--- src/rtl/render_queue_reader_pkg.sv ---
// Shared types and constants for the render queue: descriptor layout, sprite slot
// geometry, colour key and the reader FSM encoding.
package render_queue_reader_pkg;

    localparam int DESC_W           = 48;
    localparam int ADDR_W           = 20;
    localparam int RGB_W            = 24;
    localparam int ID_W             = 8;
    localparam int COORD_W          = 10;
    localparam int DIM_W            = 6;
    localparam int SPRITE_SLOT_BITS = 12;

    localparam logic [RGB_W-1:0] KEY_RGB = 24'hFF00FF;

    // Field order matches the 48-bit queue word, MSB first.
    typedef struct packed {
        logic [ID_W-1:0]    sprite_id;
        logic [COORD_W-1:0] x0;
        logic [COORD_W-1:0] y0;
        logic [DIM_W-1:0]   wm1;
        logic [DIM_W-1:0]   hm1;
        logic [7:0]         flags;
    } render_desc_t;

    typedef enum logic [2:0] {
        ST_IDLE = 3'd0,
        ST_ADDR = 3'd1,
        ST_WAIT = 3'd2,
        ST_EMIT = 3'd3,
        ST_NEXT = 3'd4
    } state_t;

    function automatic logic [ADDR_W-1:0] pixel_addr(input logic [ID_W-1:0]  id,
                                                     input logic [DIM_W-1:0] row,
                                                     input logic [DIM_W-1:0] col);
        return {id, {SPRITE_SLOT_BITS{1'b0}}} | ADDR_W'({row, col});
    endfunction

    function automatic logic is_keyed(input logic key_en, input logic [RGB_W-1:0] rgb);
        return key_en && (rgb == KEY_RGB);
    endfunction

endpackage

--- src/rtl/render_queue_reader_if.sv ---
// Positioned pixel stream from the queue reader to the frame compositor.
interface render_queue_reader_if;
    import render_queue_reader_pkg::*;

    // A pixel transfers on a cycle with pix_valid && pix_ready; once raised,
    // pix_valid and pix_x/pix_y/pix_rgb hold until that cycle, and pix_valid
    // never depends combinationally on pix_ready.
    logic               pix_valid;
    logic               pix_ready;
    logic [COORD_W-1:0] pix_x;
    logic [COORD_W-1:0] pix_y;
    logic [RGB_W-1:0]   pix_rgb;

    modport master (output pix_valid, output pix_x, output pix_y, output pix_rgb,
                    input  pix_ready);
    modport slave  (input  pix_valid, input  pix_x, input  pix_y, input  pix_rgb,
                    output pix_ready);

endinterface

--- src/rtl/render_queue_reader_walker.sv ---
// Row/column walk over one sprite: image address and wrapped screen coordinates.
module render_queue_reader_walker
    import render_queue_reader_pkg::*;
(
    input  logic               clk50,
    input  logic               reset,
    input  logic               start,
    input  logic               step,
    input  logic [ID_W-1:0]    sprite_id,
    input  logic [COORD_W-1:0] x0,
    input  logic [COORD_W-1:0] y0,
    input  logic [DIM_W-1:0]   wm1,
    input  logic [DIM_W-1:0]   hm1,
    output logic [ADDR_W-1:0]  addr,
    output logic [COORD_W-1:0] x,
    output logic [COORD_W-1:0] y,
    output logic               last
);

    logic [DIM_W-1:0] row;
    logic [DIM_W-1:0] col;

    // step is never issued on the last pixel, so a 64x64 walk stops at 63/63.
    always_ff @(posedge clk50) begin
        if (reset || start) begin
            row <= '0;
            col <= '0;
        end else if (step) begin
            if (col != wm1) begin
                col <= col + 1'b1;
            end else begin
                col <= '0;
                row <= row + 1'b1;
            end
        end
    end

    assign addr = pixel_addr(sprite_id, row, col);
    assign x    = x0 + COORD_W'(col);
    assign y    = y0 + COORD_W'(row);
    assign last = (col == wm1) && (row == hm1);

endmodule

--- src/rtl/render_queue_reader.sv ---
// Consumer of the render queue: pops one sprite descriptor at a time, reads its
// pixels from synchronous image memory and streams the non-keyed ones out.
module render_queue_reader
    import render_queue_reader_pkg::*;
(
    input  logic                  clk50,
    input  logic                  reset,
    input  logic                  q_empty,
    input  logic [DESC_W-1:0]     q_dout,
    output logic                  q_pop_front,
    output logic [ADDR_W-1:0]     mem_addr,
    input  logic [RGB_W-1:0]      mem_dout,
    render_queue_reader_if.master pix,
    output logic                  busy,
    output state_t                state_dbg
);

    state_t             state;
    state_t             state_nx;
    render_desc_t       desc_r;
    logic [ADDR_W-1:0]  addr_hold;
    logic               valid_r;
    logic [COORD_W-1:0] x_r;
    logic [COORD_W-1:0] y_r;
    logic [RGB_W-1:0]   rgb_r;
    logic               walk_start;
    logic               walk_step;
    logic [ADDR_W-1:0]  walk_addr;
    logic [COORD_W-1:0] walk_x;
    logic [COORD_W-1:0] walk_y;
    logic               walk_last;
    logic               keyed;
    logic               flags_unused;

    assign keyed        = is_keyed(desc_r.flags[0], mem_dout);
    assign flags_unused = ^desc_r.flags[7:1];

    render_queue_reader_walker u_walker (
        .clk50     (clk50),
        .reset     (reset),
        .start     (walk_start),
        .step      (walk_step),
        .sprite_id (desc_r.sprite_id),
        .x0        (desc_r.x0),
        .y0        (desc_r.y0),
        .wm1       (desc_r.wm1),
        .hm1       (desc_r.hm1),
        .addr      (walk_addr),
        .x         (walk_x),
        .y         (walk_y),
        .last      (walk_last)
    );

    always_ff @(posedge clk50) begin
        if (reset) state <= ST_IDLE;
        else       state <= state_nx;
    end

    always_comb begin
        state_nx = state;
        case (state)
            ST_IDLE: if (!q_empty) state_nx = ST_ADDR;
            ST_ADDR: state_nx = ST_WAIT;
            ST_WAIT: state_nx = keyed ? ST_NEXT : ST_EMIT;
            ST_EMIT: if (pix.pix_ready) state_nx = ST_NEXT;
            ST_NEXT: state_nx = walk_last ? ST_IDLE : ST_ADDR;
            default: state_nx = ST_IDLE;
        endcase
    end

    // The pop is gated by reset so a reset cycle never consumes a descriptor.
    always_comb begin
        q_pop_front = (state == ST_IDLE) && !q_empty && !reset;
        busy        = (state != ST_IDLE);
        walk_start  = q_pop_front;
        walk_step   = (state == ST_NEXT) && !walk_last;
        mem_addr    = (state == ST_ADDR) ? walk_addr : addr_hold;
        state_dbg   = state;
    end

    always_ff @(posedge clk50) begin
        if (reset) begin
            desc_r    <= '0;
            addr_hold <= '0;
            valid_r   <= 1'b0;
            x_r       <= '0;
            y_r       <= '0;
            rgb_r     <= '0;
        end else begin
            if (q_pop_front) desc_r <= render_desc_t'(q_dout);
            if (state == ST_ADDR) addr_hold <= walk_addr;
            if (state == ST_WAIT) begin
                rgb_r   <= mem_dout;
                x_r     <= walk_x;
                y_r     <= walk_y;
                valid_r <= !keyed;
            end else if (state == ST_EMIT && pix.pix_ready) begin
                valid_r <= 1'b0;
            end
        end
    end

    assign pix.pix_valid = valid_r;
    assign pix.pix_x     = x_r;
    assign pix.pix_y     = y_r;
    assign pix.pix_rgb   = rgb_r;

endmodule

--- src/flat_wrapper.sv ---
// flat-port wrapper written by rule: the top's interface ports become plain ports
module render_queue_reader_flat import render_queue_reader_pkg::*;
  (clk50, reset, q_empty, q_dout, q_pop_front, mem_addr, mem_dout, busy, state_dbg, pix_pix_valid, pix_pix_x, pix_pix_y, pix_pix_rgb, pix_pix_ready);
  render_queue_reader_if pix_i ();
  input  logic clk50;
  input  logic reset;
  input  logic q_empty;
  input  logic [DESC_W-1:0] q_dout;
  output logic q_pop_front;
  output logic [ADDR_W-1:0] mem_addr;
  input  logic [RGB_W-1:0] mem_dout;
  output logic busy;
  output state_t state_dbg;
  output wire logic [$bits(pix_i.pix_valid)-1:0] pix_pix_valid;
  output wire logic [$bits(pix_i.pix_x)-1:0] pix_pix_x;
  output wire logic [$bits(pix_i.pix_y)-1:0] pix_pix_y;
  output wire logic [$bits(pix_i.pix_rgb)-1:0] pix_pix_rgb;
  input wire logic [$bits(pix_i.pix_ready)-1:0] pix_pix_ready;
  assign pix_pix_valid = pix_i.pix_valid;
  assign pix_pix_x = pix_i.pix_x;
  assign pix_pix_y = pix_i.pix_y;
  assign pix_pix_rgb = pix_i.pix_rgb;
  assign pix_i.pix_ready = pix_pix_ready;
  render_queue_reader u_core (.clk50(clk50), .reset(reset), .q_empty(q_empty), .q_dout(q_dout), .q_pop_front(q_pop_front), .mem_addr(mem_addr), .mem_dout(mem_dout), .pix(pix_i), .busy(busy), .state_dbg(state_dbg));
endmodule
--- config.mk ---
export PLATFORM = sky130hd
export DESIGN_NAME = render_queue_reader_flat
export DESIGN_NICKNAME = d
export VERILOG_FILES = /design/src/rtl/render_queue_reader_pkg.sv /design/src/rtl/render_queue_reader_if.sv /design/src/rtl/render_queue_reader_walker.sv /design/src/rtl/render_queue_reader.sv /design/src/flat_wrapper.sv
export SDC_FILE = /design/constraint.sdc
export NUM_CORES = 1
export LEC_CHECK = 0
export ABC_AREA = 1
export BUFFER_PORTS_ARGS = -buffer_cell sky130_fd_sc_hd__buf_2
export CAP_MARGIN = 20
export CORE_UTILIZATION = 50
export DETAILED_ROUTE_END_ITERATION = 16
export PLACE_DENSITY = 0.76
export SYNTH_ARGS = -nofsm -noshare
export SYNTH_HDL_FRONTEND = slang
export SYNTH_SLANG_ARGS = --single-unit
--- constraint.sdc ---
create_clock -name clk50 -period 4.5 [get_ports clk50]
set_input_delay 0.225 -clock clk50 [delete_from_list [all_inputs] [get_ports clk50]]
set_output_delay 0.225 -clock clk50 [all_outputs]
set_load 0.03 [all_outputs]
==> flow_summary.json <==
{
  "pre_cts_ws_ns": 2.40,
  "grt_pass1_vias": 5206,
  "switchingPower_mw": 1.15,
  "clock_path_buffers": 2,
  "worstHoldPathCells": 4,
  "synth_simple_gate_area_share_pct": 23.6,
  "die_w_um": 107,
  "routedWlPerCell_um": 13.3,
  "clock_tree.htree_level_count": 4,
  "criticalPathCategory": "flop to primary output",
  "number_of_violations_reported_at_the_end_of_detailed_routing_iteration_0": 312,
  "maxClockFrequency_ghz": 0.375,
  "tns_ns": 0,
  "final.fill_count": 864,
  "p_int_mw": 2.49,
  "final_critical_path_time_including_i_o_delays_and_setup_ns": 2.67,
  "finalMaxSlewViolations": 0,
  "start_util_pct": 51.1,
  "hold-path-endpoint": "u_core.pix.pix_valid",
  "synth_top_family_by_area": "simple AND/OR/NAND/NOR gates",
  "detailed_placement_wirelength_estimate_mm": 8.95,
  "track_usage_pct": 26.3,
  "remaining_drc_errors": 0,
  "final_design_utilization_pct": 70.1,
  "synth_ff_type": "dfxtp_1",
  "synth_async_sr_flop_share_pct": 0,
  "finalCritPeriodShare_pct": 59.2,
  "power.sequential.fraction_pct": 34.7,
  "crit_required_ns": 4.28,
  "cp_max_stage_delay_ns": 0.60,
  "finalWirelength_mm": 14.5,
  "worst_r2r_path_depth": 10,
  "outcome": "finished, final reports clean",
  "critical_path.cell_chain": "inv_1 > nor2_1 > nand2_1 > inv_2 > or2_2 > inv_1 > a21oi_1 > buf_2",
  "syn-num-nets": 834,
  "dp.cells": 994,
  "tritoncts": "yes",
  "timing.critical_path.from_type": "flop",
  "cp_data_arrival_time_ns": 2.44,
  "cp_slowest_cell": "inv_2",
  "max_slew.worst_pin.slew_ns": 1.04,
  "final-instance-count-excl-fill": 1092,
  "clkSlewWorstSetupHoldPaths_ns": 0.06,
  "seq_area_frac_synth_pct": 43.7,
  "area_of_all_placed_cells_without_fillers_mm2": 0.00760,
  "placement.cell_area_mm2": 0.00630,
  "dr_total_vias": 5483,
  "hold_viol_final": 0,
  "cp_max_fo": 60,
  "power.density_mw_per_mm2": 479,
  "gp_routability_congestion": 0.871,
  "post_synthesis_share_of_cell_area_spent_on_full_adders_half_adders_and_majority_gates_pct": 3.88,
  "final.setup_skew_ns": 0.00677,
  "detail_route.vias_per_cell": 5.02,
  "clock_share_of_power_pct": 40.2,
  "reg2reg_slack_ns": 2.51,
  "fin_ws_ns": 1.83,
  "ir_worst_vdd_uv": 312,
  "mappedNetlistArea_mm2": 0.00554,
  "core_region_area_mm2": 0.0108,
  "path_category_of_the_worst_min_delay_check": "primary input to flop",
  "avgSynthCellArea_um2": 7.47,
  "maxSlewHeadroom_pct": 30.8,
  "die_area_mm2": 0.0115,
  "crit_family": "buffers and inverters",
  "synth_compound_area_share_pct": 17.4,
  "final-setup-viol-count": 0,
  "post_synth_num_cell_types": 36,
  "vertical_extent_of_the_die_um": 107,
  "portBuffers": 138,
  "cp.buffers_inverters": 4,
  "switching_share_pct": 31.7,
  "clk_latency_ns": 0.53,
  "count_of_nets_after_finishing": 1030,
  "synth_mux_area_share_pct": 0,
  "max-cap-violations": 0,
  "remaining_number_of_nets_flagged_by_the_antenna_check_after_routing": 0,
  "synth_xor_area_share_pct": 1.74,
  "io_pins": 146,
  "fp-row-count": 38,
  "static_leakage_nw": 3.68,
  "rsz0062_at_grt": "false",
  "clock-root-buffer": "clkbuf_8",
  "initial_antenna_violation_count": 0,
  "globalRouteOverflowTotal": 0,
  "proportion_of_power_drawn_by_combinational_gates_pct": 25.1,
  "cts_inserted_buffers": 17,
  "r2r-start": "u_core.u_walker.col[0]",
  "yosys_warnings": 0,
  "path_common_cell": "inv_1",
  "synthesis.instances": 742,
  "maximum_number_of_pins_on_one_net_before_global_route_repair": 61,
  "worst_hold_startpoint": "pix_pix_ready",
  "endpoint_kind": "primary output",
  "wire_length_of_the_first_global_routing_pass_mm": 23.6,
  "dr.pass1.iters": 5,
  "area_growth_pct": 37.0,
  "worstReg2RegEnd": "u_core.pix.pix_x[6]",
  "synth_edf_count": 0,
  "clkSinkCount": 121,
  "yosys_reg_bits": 121,
  "final_layout_size_suffix_gt1_share_pct": 24.7
}
what timing repair did:
| item | 4_1_cts | 5_1_grt |
|---|---|---|
| gates resized for setup | 0 | 0 |
| hold buffers | 65 | 0 |
| hold endpoints to repair | 65 | 0 |
| buffers inserted | 0 | 0 |
cells by family after synthesis:
| group | Yosys count |
|---|---|
| fa+ha+maj | 16 |
| xor+xnor | 11 |
| flops | 121 |
| simple gates | 291 |
| buf+inv | 135 |
| compound gates | 168 |
cells in the final DEF (no fill, tap or decap), drive strengths merged, types with 5 or more instances in the layout:
master       Yosys  layout
o21ai           73      73
dfxtp          121     121
inv            104     103
xor2            11      11
dlygate4sd3      0      65
nand2          146     146
a21oi           51      51
or2             23      23
nor2            82      82
a211oi          20      20
buf             16     143
clkbuf          15      20
bufinv           0       5
o211ai           6       6
nand3           32      32
clkinv           0       5
ha              14      14
a22o            11      11
worst register-to-register path, cell delays in order, from the launching register on:
cell      delay, ns
dfxtp_1        0.50
ha_1           0.23
inv_1          0.05
fa_1           0.39
nand3b_1       0.17
nand2_1        0.11
a21oi_1        0.11
nand2_1        0.07
nand3_1        0.10
o211ai_1       0.10
inv_1          0.05
power groups by stage:
stage               Sequential, mW  Combinational, mW  Clock (mW)
floorplan                     1.40              0.517           0
finish                        1.26              0.915        1.47
global route                  1.28               1.00        1.54
global placement              1.28              0.848           0
detailed placement            1.28              0.859           0
CTS                           1.26              0.908        1.49
cells in the mapped netlist (all sizes together), types with 14 or more instances:
cell | count | area (um^2)
clkbuf | 15 | 56.3
nand3 | 32 | 185
nand2 | 146 | 581
or2 | 23 | 144
a21oi | 51 | 255
nor2 | 82 | 347
ha | 14 | 175
inv | 104 | 390
dfxtp | 121 | 2420
o21ai | 73 | 365
buf | 16 | 93.8
a211oi | 20 | 150
per-layer routing:
layer / GRT usage, % / vias up / share of wire (%)
li1: - / 2784 / -
met1: 31.9 / 2461 / 45
met2: 42.3 / 197 / 45
met3: 7.75 / 41 / 6.7
met4: 13.5 / 0 / 3.1
met5: 0 / - / 0
final cells by class:
cell class / instances / area [um^2] / area share (%)
diodes: 1 / 2.50 / 0.0329
inverters: 104 / 390 / 5.14
repair buffers: 208 / 1380 / 18.1
clock inverters: 12 / 196 / 2.59
clock buffers: 20 / 445 / 5.86
multi-input cells: 486 / 2590 / 34.0
flip-flops and latches: 121 / 2420 / 31.9
well taps: 140 / 175 / 2.31
state kept, by name (all words and copies together) (netlist names):
signal	flops
u_core.addr_hold	20
u_core.desc_r	41
u_core.pix.pix_rgb	24
u_core.pix.pix_valid	1
u_core.pix.pix_x	10
u_core.pix.pix_y	10
u_core.state_dbg	3
u_core.u_walker.col	6
u_core.u_walker.row	6
through the flow:
step	power, mW	hold WS (ns)
after floorplan	1.91	0.335
after global placement	2.13	0.422
after detailed placement	2.14	0.430
after CTS	3.65	0.0293
after global routing	3.82	0.0400
final	3.64	0.0570
worst max path at each step:
stage	startpoint	to	slack, ns	cells past startpoint
floorplan	u_core.state_dbg[0]	mem_addr[11]	2.57	8
global placement	u_core.state_dbg[1]	q_pop_front	2.42	6
detailed placement	u_core.state_dbg[1]	q_pop_front	2.40	6
CTS	u_core.state_dbg[1]	q_pop_front	1.82	6
global route	u_core.state_dbg[0]	mem_addr[2]	1.62	8
finish	u_core.state_dbg[0]	mem_addr[0]	1.83	8
Power figures use the tool's default switching activity.
